===== config.mk =====
export PLATFORM = sky130hd
export DESIGN_NAME = nic_ctrl
export DESIGN_NICKNAME = d
export VERILOG_FILES = /design/src/rtl/nic_defs.sv /design/src/rtl/nic_fifo.sv /design/src/rtl/nic_ctrl.sv
export SDC_FILE = /design/constraint.sdc
export NUM_CORES = 1
export LEC_CHECK = 0
export BUFFER_PORTS_ARGS = -buffer_cell sky130_fd_sc_hd__buf_4
export CAP_MARGIN = 5
export CELL_PAD_IN_SITES_DETAIL_PLACEMENT = 1
export CELL_PAD_IN_SITES_GLOBAL_PLACEMENT = 1
export CORE_MARGIN = 3
export CORE_UTILIZATION = 45
export CTS_BUF_LIST = sky130_fd_sc_hd__clkbuf_8
export DETAILED_ROUTE_END_ITERATION = 6
export GPL_TIMING_DRIVEN = 0
export PLACE_DENSITY_LB_ADDON = 0.1
export SLEW_MARGIN = 10
export SYNTH_ARGS = -nofsm -noshare
export SYNTH_HDL_FRONTEND = slang
export SYNTH_SLANG_ARGS = --single-unit

===== constraint.sdc =====
create_clock -name clk -period 9.7 [get_ports clk]
set_input_delay 0.485 -clock clk [delete_from_list [all_inputs] [get_ports clk]]
set_output_delay 0.485 -clock clk [all_outputs]
set_load 0.01 [all_outputs]

===== src/rtl/nic_defs.sv =====
// nic_ctrl shared definitions: register map,
// packet width and virtual-channel bit position.
package nic_defs;

    localparam int PKT_W = 64;
    localparam int VC_BIT = 0;

    localparam logic [1:0] NIC_IN_BUF   = 2'b00;
    localparam logic [1:0] NIC_IN_STAT  = 2'b01;
    localparam logic [1:0] NIC_OUT_BUF  = 2'b10;
    localparam logic [1:0] NIC_OUT_STAT = 2'b11;

endpackage


===== src/rtl/nic_fifo.sv =====
// nic_fifo: synchronous packet FIFO with head-of-queue
// read data; storage is cleared by reset.
module nic_fifo
    import nic_defs::*;
#(
    parameter int DEPTH = 2,
    parameter int PKT_W = nic_defs::PKT_W
) (
    input  logic             clk,
    input  logic             reset,
    input  logic             push,
    input  logic             pop,
    input  logic [0:PKT_W-1] wdata,
    output logic [0:PKT_W-1] rdata,
    output logic             full,
    output logic             empty
);

    localparam int PW = $clog2(DEPTH);
    localparam int CW = PW + 1;
    localparam logic [PW-1:0] P_ONE = PW'(1);
    localparam logic [CW-1:0] C_ONE = CW'(1);
    localparam logic [CW-1:0] C_FULL = CW'(DEPTH);

    logic [0:PKT_W-1] r_mem [0:DEPTH-1];
    logic [PW-1:0]    r_rptr;
    logic [PW-1:0]    r_wptr;
    logic [CW-1:0]    r_count;
    logic             w_push;
    logic             w_pop;

    assign full  = (r_count == C_FULL);
    assign empty = (r_count == '0);
    assign rdata = r_mem[r_rptr];

    // Accept only legal operations; push and pop may coincide.
    assign w_push = push & ~full;
    assign w_pop  = pop & ~empty;

    // Storage, pointers and occupancy; pointers wrap naturally.
    always_ff @(posedge clk) begin
        if (reset) begin
            for (int i = 0; i < DEPTH; i++) begin
                r_mem[i] <= '0;
            end
            r_rptr  <= '0;
            r_wptr  <= '0;
            r_count <= '0;
        end else begin
            if (w_push) begin
                r_mem[r_wptr] <= wdata;
                r_wptr        <= r_wptr + P_ONE;
            end
            if (w_pop) begin
                r_rptr <= r_rptr + P_ONE;
            end
            case ({w_push, w_pop})
                2'b10:   r_count <= r_count + C_ONE;
                2'b01:   r_count <= r_count - C_ONE;
                default: r_count <= r_count;
            endcase
        end
    end

endmodule


===== src/rtl/nic_ctrl.sv =====
// nic_ctrl: processor register window, polarity-gated
// injection and router handshake glue around two FIFOs.
module nic_ctrl
    import nic_defs::*;
#(
    parameter int DEPTH = 2,
    parameter int PKT_W = nic_defs::PKT_W
) (
    input  logic             clk,
    input  logic             reset,
    input  logic             nicEn,
    input  logic             nicWrEn,
    input  logic [0:1]       addr_nic,
    input  logic [0:PKT_W-1] din_nic,
    output logic [0:PKT_W-1] dout_nic,
    output logic             net_si,
    input  logic             net_ri,
    output logic [0:PKT_W-1] net_do,
    input  logic             net_so,
    output logic             net_ro,
    input  logic [0:PKT_W-1] net_di,
    input  logic             net_polarity
);

    logic             w_rd;
    logic             w_wr;
    logic             w_in_push;
    logic             w_in_pop;
    logic [0:PKT_W-1] w_in_head;
    logic             w_in_full;
    logic             w_in_empty;
    logic             w_out_push;
    logic             w_out_pop;
    logic [0:PKT_W-1] w_out_head;
    logic             w_out_full;
    logic             w_out_empty;

    assign w_rd = nicEn & ~nicWrEn;
    assign w_wr = nicEn & nicWrEn;

    assign net_ro    = ~w_in_full;
    assign w_in_push = net_so & ~w_in_full;
    assign w_in_pop  = w_rd & (addr_nic == NIC_IN_BUF);

    assign w_out_push = w_wr & (addr_nic == NIC_OUT_BUF) & ~w_out_full;
    assign net_do     = w_out_head;
    assign net_si     = ~w_out_empty
                      & (w_out_head[VC_BIT] == net_polarity);
    assign w_out_pop  = net_si & net_ri;

    nic_fifo #(
        .DEPTH (DEPTH),
        .PKT_W (PKT_W)
    ) u_in_fifo (
        .clk   (clk),
        .reset (reset),
        .push  (w_in_push),
        .pop   (w_in_pop),
        .wdata (net_di),
        .rdata (w_in_head),
        .full  (w_in_full),
        .empty (w_in_empty)
    );

    nic_fifo #(
        .DEPTH (DEPTH),
        .PKT_W (PKT_W)
    ) u_out_fifo (
        .clk   (clk),
        .reset (reset),
        .push  (w_out_push),
        .pop   (w_out_pop),
        .wdata (din_nic),
        .rdata (w_out_head),
        .full  (w_out_full),
        .empty (w_out_empty)
    );

    // Read mux: status flag sits in the last bit of the word.
    always_comb begin
        dout_nic = '0;
        if (w_rd) begin
            unique case (addr_nic)
                NIC_IN_BUF:   dout_nic = w_in_empty ? '0 : w_in_head;
                NIC_IN_STAT:  dout_nic[PKT_W-1] = ~w_in_empty;
                NIC_OUT_BUF:  dout_nic = '0;
                NIC_OUT_STAT: dout_nic[PKT_W-1] = w_out_full;
            endcase
        end
    end

endmodule


==> results.toml <==
[cts]
tritoncts_clock_tree = "done"
ctsLongestPathBuffers = 3
postCtsHoldBufs = 0
cts_max_level = 2
clk_pin_slew_worst_paths_ns = 0.06
clockRootBuffer = "clkbuf_8"
cts.sinks = 266
clock_latency_ns = 0.54
cts_buffers = 44
post_cts_resized = 0
cts_setup_buffers = 0

[logic_synthesis]
muxShareOfSynthArea_pct = 11.74
post_synth_xor_area_fraction_pct = 0.5947
synth_top_family_by_area = "simple AND/OR/NAND/NOR gates"
post_synth_and_or_nand_nor_area_fraction_pct = 18.13
synth_fp_nets = 952
leading_cell_types_by_total_area_after_synthesis = "edfxtp_1 65%, and2_1 8.8%, mux2_2 6.3%"
async_flop_share_pct = 0
yosys_most_used_dff = "edfxtp_1"
edff_count_synth = 256
post-synth-top-area-cell = "edfxtp_1"
synth.ff_latch_count = 266
yosys_warnings = 0
synth_area_um2 = 11780
post-synth-top-area-fraction_pct = 65.24
synth-adder-area-share_pct = 0.2124
sequential_to_total_area_share_from_yosys_stat_pct = 66.94
synth-compound-area-share_pct = 0.4672
post_synth.cell_area_avg_um2 = 14.49
post-synth-top-count-cell = "edfxtp_1"
synthesized_instance_count = 813
synth_cell_type_count = 33
most_common_library_cells_after_synthesis = "256 x edfxtp_1, 166 x and2_1, 90 x and2_2, 73 x nor2_1, 66 x mux2_2"

[floorplanning]
chipHeight_um = 167.8
boundaryPins = 267
floorplan.initialDensity_pct = 46.26
placementRows = 58
placeableCoreArea_um2 = 25470
dieWidth_um = 167.8
fp.dieArea_um2 = 28160

[place]
globalplace.congestion = 0.7585
dpl.cell_count = 1415
dpl_cell_area_um2 = 14390
dp_hpwl_mm = 20.17
place.port_buffers = 265

[cells_and_area]
stdcell_count = 1494
syn_to_final_growth_pct = 28.64
fin_area_um2 = 15160
drive_above_1_share_pct = 43.21
diodes = 0
finish.net_count = 1270

[route]
detailroute.via_count = 7380
detail_route.drc_violations = 0
detail-route-antenna-nets = 0
wl_mm = 28.38
detailedRoute.firstPassIterationCount = 4
viasPerCell = 4.940
detailedRoute.firstIterationViolations = 427
avgRoutedWirePerCell_um = 19.00

[timing]
slew_viol_final = 0
period_needed_ns = 3.022
finalSetupViolCount = 0
setup-tns-final_ns = 0
final-hold-violation-count = 0
fmax_mhz = 330.9
slew_headroom_pct = 43.34
rsz_0062_raised_after_global_routing = "false"
post-route-period-util_pct = 31.15
fin_skew_ns = 0.01263
tightest_slew_ns = 0.8477

[grt]
grt_overflow = 0
grt_pass1_vias = 7936
grt_pass1_wl_mm = 43.74
grt.total_usage_pct = 19.99
grt_start_max_net_pins = 55
antenna_found_initial = 0

[run_status]
result_of_the_run = "completed"

[critical_path]
required_ns = 9.22
timing.critical_path.to_type = "primary output"
critPathMaxFanout = 10
critPathLaunchType = "flip-flop"
setup.worst_path.class = "reg2out"
crit_arrival_ns = 2.54

[hold_path]
hp_class = "in2reg"

[run]
timing.max_cap.violations = 0

[pwr]
power_per_cell_area_nw_per_um2 = 162.0
leakagePower_nw = 6.147
vdd_drop_max_v = 0.00009535
## final cells by class
class / count / area, µm²
repair buffers: 272 / 2160
clock inverters: 33 / 132.6
well taps: 330 / 412.9
inverters: 2 / 7.507
flip-flops and latches: 266 / 7888
plain buffers: 49 / 217.7
fillers: 2564 / 10310
multi-input cells: 496 / 3706
clock buffers: 46 / 633.1
## critical path, cell delays in order, from the launching register on
cell and delay [ns]:
dfxtp_1 0.42, nor2_1 0.06, or4_1 0.45, clkbuf_1 0.34, buf_1 0.33, nor2_1 0.24
buf_4 0.16
## routing by layer
| layer | part of all wire, % | vias up | global-route usage, % |
|---|---|---|---|
| li1 | - | 3485 | - |
| met1 | 38 | 3627 | 23.74 |
| met2 | 52 | 233 | 35.66 |
| met3 | 8.4 | 35 | 6.340 |
| met4 | 1.5 | 0 | 4.518 |
| met5 | 0 | - | 0 |
## where the power goes
part / internal (mW) / leakage [nW] / switching, mW
combinational: 0.119 / 2.93 / 0.118
clock: 0.437 / 0.450 / 0.420
sequential: 1.34 / 2.77 / 0.0214
## final timing paths
kind / from / end / slack (ns) / depth (start not counted)
worst max register to register: u_in_fifo.r_count[0] / u_in_fifo.r_count[1] / 7.18 / 8
worst min-delay path: din_nic[42] / u_out_fifo.r_mem[1][21] / 0.23 / 2
worst min register to register: u_out_fifo.r_count[1] / u_out_fifo.r_count[1] / 0.52 / 2
worst max-delay path: u_in_fifo.r_count[0] / dout_nic[39] / 6.68 / 6
## per-stage QoR
stage | util [%] | hold WS [ns] | power (mW) | setup WS, ns
detailed placement | 56.50 | 0.5118 | 1.626 | 6.743
CTS | 59.50 | 0.1864 | 2.489 | 6.547
floorplan | - | 0.4718 | 1.497 | 5.050
finish | 59.50 | 0.2307 | 2.455 | 6.678
global route | 59.50 | 0.1974 | 2.573 | 6.479
global placement | 55.69 | 0.4894 | 1.610 | 3.004
## cells in the final DEF, fill, tap and decap left out, drive strengths merged, types with 2 or more instances in the layout
master and instances:
buf 293, edfxtp 256, and2 256, clkbuf 74, nor2 73, mux2 66, mux2i 64, inv 20
clkinv 13, dfxtp 10, xor2 5, o21bai 4, nor3 4, a21oi 3, xnor2 3, nand2b 3
nand2 2, o21ai 2, or3 2, ha 2, clkinvlp 2, nor3b 2
## state kept, by name, summed over array words and instances (netlist names), named ones only
register            flops
u_in_fifo.r_mem       128
u_out_fifo.r_mem      128
u_in_fifo.r_count       2
u_out_fifo.r_count      2
u_in_fifo.r_rptr        1
u_in_fifo.r_wptr        1
u_out_fifo.r_rptr       1
u_out_fifo.r_wptr       1
## logic make-up after synthesis
| family | after synthesis |
|---|---|
| adder cells (fa/ha/maj) | 2 |
| AO/OA/AOI/OAI | 9 |
| buffers and inverters | 51 |
| multiplexers | 130 |
| AND/OR/NAND/NOR | 347 |
| flip-flops | 266 |
| XOR/XNOR | 8 |
No activity file was read; power rests on OpenSTA's default activity.
